$ cat config.mk
export PLATFORM = sky130hd
export DESIGN_NAME = lbm_streamer_flat
export DESIGN_NICKNAME = d
export VERILOG_FILES = /design/src/rtl/lbm_streamer_if.sv /design/src/rtl/lbm_streamer.sv /design/src/flat_wrapper.sv
export SDC_FILE = /design/constraint.sdc
export NUM_CORES = 1
export LEC_CHECK = 0
export ABC_AREA = 1
export BUFFER_PORTS_ARGS = -buffer_cell sky130_fd_sc_hd__buf_2
export CAP_MARGIN = 25
export CORE_ASPECT_RATIO = 0.5
export CORE_UTILIZATION = 54
export CTS_CLUSTER_SIZE = 20
export DETAILED_ROUTE_END_ITERATION = 7
export HOLD_SLACK_MARGIN = 0.15
export PLACE_DENSITY = 0.8
export SKIP_CTS_REPAIR_TIMING = 1
export SLEW_MARGIN = 5
export SYNTH_ARGS = -nofsm -noshare
export SYNTH_HDL_FRONTEND = slang
export SYNTH_SLANG_ARGS = --single-unit
$ cat constraint.sdc
create_clock -name clk_i -period 3.2 [get_ports clk_i]
set_input_delay 0.32 -clock clk_i [delete_from_list [all_inputs] [get_ports clk_i]]
set_output_delay 0.32 -clock clk_i [all_outputs]
set_load 0.005 [all_outputs]
$ cat src/rtl/lbm_streamer_if.sv
// Collider-to-streamer handshake plus the memory write port of the LBM streamer.
// The master drives cells in and observes writes; the slave is the streamer itself.
interface lbm_streamer_if #(
  parameter int unsigned XW     = 6,
  parameter int unsigned YW     = 5,
  parameter int unsigned ADDR_W = 4 + XW + YW
);
  logic              in_valid;
  logic              in_ready;
  logic [XW-1:0]     in_x;
  logic [YW-1:0]     in_y;
  logic              in_last;
  logic [15:0]       f_null;
  logic [15:0]       f_n;
  logic [15:0]       f_ne;
  logic [15:0]       f_e;
  logic [15:0]       f_se;
  logic [15:0]       f_s;
  logic [15:0]       f_sw;
  logic [15:0]       f_w;
  logic [15:0]       f_nw;
  logic              wr_en;
  logic [ADDR_W-1:0] wr_addr;
  logic [15:0]       wr_data;

  modport master (
    output in_valid, in_x, in_y, in_last,
    output f_null, f_n, f_ne, f_e, f_se, f_s, f_sw, f_w, f_nw,
    input  in_ready, wr_en, wr_addr, wr_data
  );

  modport slave (
    input  in_valid, in_x, in_y, in_last,
    input  f_null, f_n, f_ne, f_e, f_se, f_s, f_sw, f_w, f_nw,
    output in_ready, wr_en, wr_addr, wr_data
  );
endinterface

$ cat src/rtl/lbm_streamer.sv
// LBM push-streaming stage: takes one cell's nine post-collision distributions and
// serialises them into nine memory writes (dir 0..8), each addressed to the neighbour
// cell the distribution propagates to. x always wraps; y wraps unless the optional
// macro LBM_STREAMER_BOUNCEBACK_EN is defined, in which case rows 0 and NY-1 are
// no-slip walls and out-of-domain directions are reflected into the source cell.
module lbm_streamer #(
  parameter int unsigned XW     = 6,
  parameter int unsigned YW     = 5,
  parameter int unsigned ADDR_W = 4 + XW + YW
) (
  input  logic            clk_i,
  input  logic            rst_i,
  lbm_streamer_if.slave   bus_io,
  output logic            busy_o,
  output logic            frame_done_o
);

  localparam int unsigned AddrNatW = 4 + XW + YW;
  localparam logic [3:0]  DirLast  = 4'd8;

  typedef enum logic {StIdle, StWrite} state_e;

  state_e        state_q;
  logic [3:0]    dir_q;
  logic [XW-1:0] x_q;
  logic [YW-1:0] y_q;
  logic          last_q;
  logic [15:0]   f_q [9];
  logic          frame_done_q;

  logic          in_ready;
  logic          accept;
  logic          at_last_dir;

  logic          dx_pos, dx_neg, dy_pos, dy_neg;
  logic [XW-1:0] x_nb;
  logic [YW-1:0] y_nb;
  logic [3:0]    slot;
  logic [XW-1:0] x_tgt;
  logic [YW-1:0] y_tgt;
  logic [AddrNatW-1:0] addr_nat;

  // Ready in IDLE and on the dir-8 write so cells can follow back-to-back.
  always_comb begin
    at_last_dir = (state_q == StWrite) && (dir_q == DirLast);
    in_ready    = !rst_i && ((state_q == StIdle) || at_last_dir);
    accept      = bus_io.in_valid && in_ready;
  end

  // Streaming FSM: capture on accept, walk dir 0..8, flag end of frame after dir 8.
  always_ff @(posedge clk_i) begin
    if (rst_i) begin
      state_q      <= StIdle;
      dir_q        <= '0;
      x_q          <= '0;
      y_q          <= '0;
      last_q       <= 1'b0;
      frame_done_q <= 1'b0;
      for (int i = 0; i < 9; i++) f_q[i] <= '0;
    end else begin
      frame_done_q <= at_last_dir && last_q;
      if (accept) begin
        state_q <= StWrite;
        dir_q   <= '0;
        x_q     <= bus_io.in_x;
        y_q     <= bus_io.in_y;
        last_q  <= bus_io.in_last;
        f_q[0]  <= bus_io.f_null;
        f_q[1]  <= bus_io.f_n;
        f_q[2]  <= bus_io.f_ne;
        f_q[3]  <= bus_io.f_e;
        f_q[4]  <= bus_io.f_se;
        f_q[5]  <= bus_io.f_s;
        f_q[6]  <= bus_io.f_sw;
        f_q[7]  <= bus_io.f_w;
        f_q[8]  <= bus_io.f_nw;
      end else if (state_q == StWrite) begin
        if (dir_q == DirLast) begin
          state_q <= StIdle;
          dir_q   <= '0;
        end else begin
          dir_q <= dir_q + 4'd1;
        end
      end
    end
  end

  // Decode the lattice velocity of the current direction.
  always_comb begin
    dx_pos = 1'b0;
    dx_neg = 1'b0;
    dy_pos = 1'b0;
    dy_neg = 1'b0;
    case (dir_q)
      4'd1: dy_pos = 1'b1;
      4'd2: begin dx_pos = 1'b1; dy_pos = 1'b1; end
      4'd3: dx_pos = 1'b1;
      4'd4: begin dx_pos = 1'b1; dy_neg = 1'b1; end
      4'd5: dy_neg = 1'b1;
      4'd6: begin dx_neg = 1'b1; dy_neg = 1'b1; end
      4'd7: dx_neg = 1'b1;
      4'd8: begin dx_neg = 1'b1; dy_pos = 1'b1; end
      default: ;
    endcase
  end

  // Neighbour coordinates; natural overflow gives the periodic wrap.
  always_comb begin
    x_nb = x_q;
    y_nb = y_q;
    if (dx_pos) x_nb = x_q + XW'(1);
    if (dx_neg) x_nb = x_q - XW'(1);
    if (dy_pos) y_nb = y_q + YW'(1);
    if (dy_neg) y_nb = y_q - YW'(1);
  end

`ifdef LBM_STREAMER_BOUNCEBACK_EN
  logic [2:0] opp_lo;
  logic [3:0] dir_opp;
  logic       wall_hit;

  // A y step off the domain reflects into the source cell's opposite slot.
  always_comb begin
    opp_lo   = dir_q[2:0] + 3'd3;
    dir_opp  = (dir_q == 4'd0) ? 4'd0 : ({1'b0, opp_lo} + 4'd1);
    wall_hit = (dy_pos && (y_q == {YW{1'b1}})) || (dy_neg && (y_q == '0));
    slot     = wall_hit ? dir_opp : dir_q;
    x_tgt    = wall_hit ? x_q : x_nb;
    y_tgt    = wall_hit ? y_q : y_nb;
  end
`else
  // Fully periodic domain: the neighbour is always the target.
  always_comb begin
    slot  = dir_q;
    x_tgt = x_nb;
    y_tgt = y_nb;
  end
`endif

  // Write port driven purely from registered state; zero when not writing.
  always_comb begin
    addr_nat = {slot, y_tgt, x_tgt};
    bus_io.in_ready = in_ready;
    bus_io.wr_en    = (state_q == StWrite);
    bus_io.wr_addr  = '0;
    bus_io.wr_data  = '0;
    if (state_q == StWrite) begin
      bus_io.wr_addr = ADDR_W'(addr_nat);
      bus_io.wr_data = (dir_q <= DirLast) ? f_q[dir_q] : 16'h0000;
    end
    busy_o       = (state_q == StWrite);
    frame_done_o = frame_done_q;
  end

endmodule

$ cat src/flat_wrapper.sv
// flat-port wrapper written by rule: the top's interface ports become plain ports
module lbm_streamer_flat 
#(
  parameter int unsigned XW     = 6,
  parameter int unsigned YW     = 5,
  parameter int unsigned ADDR_W = 4 + XW + YW
)
  (clk_i, rst_i, busy_o, frame_done_o, bus_io_in_valid, bus_io_in_x, bus_io_in_y, bus_io_in_last, bus_io_f_null, bus_io_f_n, bus_io_f_ne, bus_io_f_e, bus_io_f_se, bus_io_f_s, bus_io_f_sw, bus_io_f_w, bus_io_f_nw, bus_io_in_ready, bus_io_wr_en, bus_io_wr_addr, bus_io_wr_data);
  lbm_streamer_if #(.XW(XW), .YW(YW), .ADDR_W(ADDR_W)) bus_io_i ();
  input  logic clk_i;
  input  logic rst_i;
  output logic busy_o;
  output logic frame_done_o;
  input wire logic [$bits(bus_io_i.in_valid)-1:0] bus_io_in_valid;
  input wire logic [$bits(bus_io_i.in_x)-1:0] bus_io_in_x;
  input wire logic [$bits(bus_io_i.in_y)-1:0] bus_io_in_y;
  input wire logic [$bits(bus_io_i.in_last)-1:0] bus_io_in_last;
  input wire logic [$bits(bus_io_i.f_null)-1:0] bus_io_f_null;
  input wire logic [$bits(bus_io_i.f_n)-1:0] bus_io_f_n;
  input wire logic [$bits(bus_io_i.f_ne)-1:0] bus_io_f_ne;
  input wire logic [$bits(bus_io_i.f_e)-1:0] bus_io_f_e;
  input wire logic [$bits(bus_io_i.f_se)-1:0] bus_io_f_se;
  input wire logic [$bits(bus_io_i.f_s)-1:0] bus_io_f_s;
  input wire logic [$bits(bus_io_i.f_sw)-1:0] bus_io_f_sw;
  input wire logic [$bits(bus_io_i.f_w)-1:0] bus_io_f_w;
  input wire logic [$bits(bus_io_i.f_nw)-1:0] bus_io_f_nw;
  output wire logic [$bits(bus_io_i.in_ready)-1:0] bus_io_in_ready;
  output wire logic [$bits(bus_io_i.wr_en)-1:0] bus_io_wr_en;
  output wire logic [$bits(bus_io_i.wr_addr)-1:0] bus_io_wr_addr;
  output wire logic [$bits(bus_io_i.wr_data)-1:0] bus_io_wr_data;
  assign bus_io_i.in_valid = bus_io_in_valid;
  assign bus_io_i.in_x = bus_io_in_x;
  assign bus_io_i.in_y = bus_io_in_y;
  assign bus_io_i.in_last = bus_io_in_last;
  assign bus_io_i.f_null = bus_io_f_null;
  assign bus_io_i.f_n = bus_io_f_n;
  assign bus_io_i.f_ne = bus_io_f_ne;
  assign bus_io_i.f_e = bus_io_f_e;
  assign bus_io_i.f_se = bus_io_f_se;
  assign bus_io_i.f_s = bus_io_f_s;
  assign bus_io_i.f_sw = bus_io_f_sw;
  assign bus_io_i.f_w = bus_io_f_w;
  assign bus_io_i.f_nw = bus_io_f_nw;
  assign bus_io_in_ready = bus_io_i.in_ready;
  assign bus_io_wr_en = bus_io_i.wr_en;
  assign bus_io_wr_addr = bus_io_i.wr_addr;
  assign bus_io_wr_data = bus_io_i.wr_data;
  lbm_streamer #(.XW(XW), .YW(YW), .ADDR_W(ADDR_W)) u_core (.clk_i(clk_i), .rst_i(rst_i), .bus_io(bus_io_i), .busy_o(busy_o), .frame_done_o(frame_done_o));
endmodule
# Yosys cells after proc, flatten, opt, wreduce, memory -nomap -nowiden
# Memories as Yosys holds them, arrays and structs flattened. A register that Yosys moved wholly into a read port is not among the register bits.
# Index checks and enable logic that the tools add are counted.
[totals] register_bits=18 ramBits=144 input_bits=159 output_inout_bits=35 elab_cells=73 mem_count=1
[classes] n_addsub=5 magnitude_cmp=1 n_eq_ne=8 n_mux=31 n_bitwise=10 n_reduce_logical=11
[mem_list] memory="u_core.f_q" words=9 width=16 read_ports=1 rd_ports_with_merged_regs=1 wr=9 line="lbm_streamer.sv:28" source="logic [15:0] f_q [9];"
[ops] op="$mux W16" count=11
[ops] op="$eq A4 B3 Y1 const B" count=4
[ops] op="$mux W15" count=1
[ops] op="$mux W1" count=12
[ops] op="$mux W4" count=3
[ops] op="$mux W6" count=2
[ops] op="$reduce_or A3 Y1" count=4
[ops] op="$mux W5" count=2
[ops] op="$or A1 B1 Y1" count=9
[ops] op="$eq A4 B2 Y1 const B" count=2
[ops] op="$add A6 B1 Y6 const B" count=1
[ops] op="$sub A6 B1 Y6 const B" count=1
[ops] op="$add A5 B1 Y5 const B" count=1
[ops] op="$sub A5 B1 Y5 const B" count=1
[ops] op="$add A4 B1 Y4 const B" count=1
[ops] op="$eq A4 B1 Y1 const B" count=1
[ops] op="$eq A4 B4 Y1 const B" count=1
[ops] op="$le A4 B4 Y1 const B" count=1
[ops] op="$logic_and A1 B1 Y1" count=4
[ops] op="$reduce_or A2 Y1" count=1
[ops] op="$logic_not A1 Y1" count=1
[ops] op="$logic_or A1 B1 Y1" count=1
[ops] op="$not A1 Y1" count=1

# Depth between registers and ports, before layout
[logic_depth] ltp_word=9 ltp_mapped=12 mapped_depth_nobuf=12

# Least setup slack after synthesis
# Ideal clock, no wire load.
[synth_path] kind="register to register" startpoint="register u_core.dir_q[0]" endpoint="memory u_core.f_q[0][0], enable pin" setup_time_ns=0.405 arrival_time_ns=2.151 required_time_ns=2.795 setup_slack_ns=0.645 stages_incl_launch_ff=8 path_buffers=1 period_less_slack_ns=2.555 cell_sequence="dfxtp_1 > inv_1 > ha_1 > nand3_4 > nand2_2 > nand3_2 > nand2_2 > buf_4"
[synth_lines] element="start: declaration" line="lbm_streamer.sv:24" source="logic [3:0] dir_q;"
[synth_lines] element="start signal: assignment" line="lbm_streamer.sv:82" source="dir_q <= dir_q + 4'd1;"
[synth_lines] element="end: declaration" line="lbm_streamer.sv:28"

==> metrics.txt <==
status finished, final reports clean; fin cells 1,380; LEAKAGE 5.16 nW; slew at the pin closest to its max-slew limit 0.969 ns; largest net degree at the start of global routing 147; number of placed instances, taps included 1,337; TritonRoute pass-1 iters 6; DR vias 7,126; Worst Slack Setup Final 0.559 ns; vias in the first global route 6,774; Detail Route Antenna Nets 0; Nets 1,337; Root Buffer clkbuf_16; Critical Path RT 2.88 ns; Sequential Power Share 0.500; filler instances 1,160; final hold vios 0; Switching Fraction 0.260; Sw Pwr 1.35 mW; Synth Cell Area 0.00834 mm^2; power per cell area 513 mW/mm^2; Max H-tree Level 4; critical path peak fanout 17; area of the core 0.0148 mm^2; Slowest cell on crit path dfxtp_1; endpoints failing setup 0; TritonCTS clock tree yes; cell family with most CP delay flip-flops; die area 0.0160 mm^2; Rel. slew slack 0.353; Synth Warn # 0; Final Wtd Congestion 0.898; Layout Utilization 0.684; Final Cycle Share 0.825; clock period minus worst slack 2.64 ns; first-pass GRT wire length 33,100 um; Detailed Route Iter0 Violations 740; Inserted Diodes 0; post-route setup TNS 0 ns; kind of critical path flip-flop to primary output; number of flops mapped to enable cells by yosys 144; Clock Skew 0.00824 ns; DR WL/cell 15.4 um; DP Wirelength 14,600 um; layout cells sized above 1 0.208; clk_lat worst skew 0.43 ns; Gate Count Post-Synth 986; RSZ-0062 raised after global routing false; Crit. End Element primary output; grt ovf 0; CP peak stage delay 0.81 ns; antenna violations before repair 1; vias per inst 5.16; Tot GR Track Use 0.273; sequential fraction of the synthesis area 0.572; CTS buffer count 17; Pint 3.84 mW; Synth Area per Inst 8.46 um^2; Synth Register Bits 166; Crit path buffers/inverters 3; die width 178 um; CP Launch Type flip-flop; number of distinct library cells after synthesis 29; Gate power share 0.113; CTS sink count 166; area of the multi-input gates 0.00255 mm^2; CTS Buffer Depth 2; max_cap viols 0; FMAX 379 MHz; overall routed net length 21,300 um; Worst-path clk slew 0.06 ns; post-route cell area 0.0101 mm^2; Synthesized Nets 1,153; max-slew violation count 0; CP Cell Sequence inv_1, nand2_1, nand3_1, nand2_1, inv_1, buf_2; row count 31; dpl ws 0.947 ns; ys flop type edfxtp_1; IO Pins 194; DR DRC count 0; Arr. time, crit path 2.32 ns; HP Class input port to flip-flop; starting density of the core 0.564; Peak VDD IR 0.466 mV; port bufs 193; Clk pwr share 0.387; Async S/R FF share, synth 0; Die Ht 89.9 um; Reg area 0.00477 mm^2; area post-placement 0.00942 mm^2; area grow syn2layout 21.2%
==> cells in the final DEF (no fill, tap or decap), drive strengths merged, types with 12 or more instances in the layout <==
cell         instances
clkbuf              17
inv                217
nor2               224
xor2                12
nand3               62
o21ai               68
dfxtp               22
dlygate4sd3         12
buf                203
o22ai               16
edfxtp             144
nand2              136
a21oi               24
==> power groups by stage <==
stage               sequential, mW  combinational [mW]  clock, mW
detailed placement            2.64               0.566          0
global route                  2.60               0.658       2.10
CTS                           2.59               0.572       2.02
floorplan                     2.61               0.355          0
global placement              2.63               0.551          0
finish                        2.59               0.586       2.01
==> logic make-up (layout without fill, tap and decap cells) <==
kind of cell / Yosys count / after routing / share of synthesized area
and+or+nand+nor: 428 / 428 / 0.207
DFF: 166 / 166 / 0.572
adders and majority gates: 8 / 8 / 0.0120
xor gates and xnor gates: 14 / 14 / 0.0147
buffers and inverters: 260 / 456 / 0.126
AOI/OAI and AO/OA: 110 / 110 / 0.0695
==> worst paths after layout <==
check	depth (start not counted)	slack [ns]	startpoint	to
worst max-delay path	6	0.56	flip-flop	bus_io_wr_data[0]
worst min register to register	2	0.48	u_core.last_q$_SDFFE_PP0P_	u_core.frame_done_o$_SDFF_PP0_
worst max register to register	7	0.88	u_core.dir_q[0]$_SDFFE_PP0P_	u_core.f_q[5][10]$_SDFFCE_PN0P_
worst min-delay path	3	0.15	bus_io_in_y[3]	u_core.y_q[3]$_SDFFE_PP0P_
==> tightest hold or removal path: stages <==
cell and delay, ns:
buf_2 0.07, nand2_1 0.06, o21ai_1 0.08
==> registers in the layout (all words and copies together), names as in the netlist, named ones only <==
name,count
u_core.y_q,5
u_core.last_q,1
u_core.frame_done_o,1
u_core.bus_io.wr_en,1
u_core.dir_q,4
u_core.x_q,6
u_core.f_q,144
==> routing by layer <==
layer / share of wire / up-vias / global-route usage / wire length (um)
li1: - / 3444 / - / -
met3: 0.092 / 57 / 0.0690 / 1950
met1: 0.39 / 3272 / 0.340 / 8370
met2: 0.49 / 349 / 0.454 / 10400
met4: 0.026 / 4 / 0.108 / 554
met5: 0.0011 / - / 0.0224 / 23
==> Yosys cell counts (10+ instances only) <==
master    number  area, um^2
nor2_1       223         837
edfxtp_1     144        4320
inv_1        207         777
o21ai_0       58         290
buf_2         26         130
nand3_1       60         300
a21oi_1       24         120
dfxtp_1       22         440
o21ai_1       10        50.1
o22ai_1       16         100
xor2_1        12         105
clkbuf_1      12        45.0
nand2_1      133         499
==> area by class of cell <==
type | count | area share
sequential | 166 | 0.472
clock buffer | 17 | 0.0421
multi-input combinational | 560 | 0.252
tap | 198 | 0.0245
inverter | 210 | 0.0780
clock inverter | 14 | 0.0140
timing repair buffer | 215 | 0.117
==> stage by stage <==
stage                     hold slack, ns  power [mW]
after floorplan                    0.389        2.96
after global placement             0.465        3.18
after detailed placement           0.470        3.20
after CTS                         0.0692        5.18
after global routing               0.149        5.37
final                              0.146        5.19
Note: power is estimated with default switching activity, not from simulation.
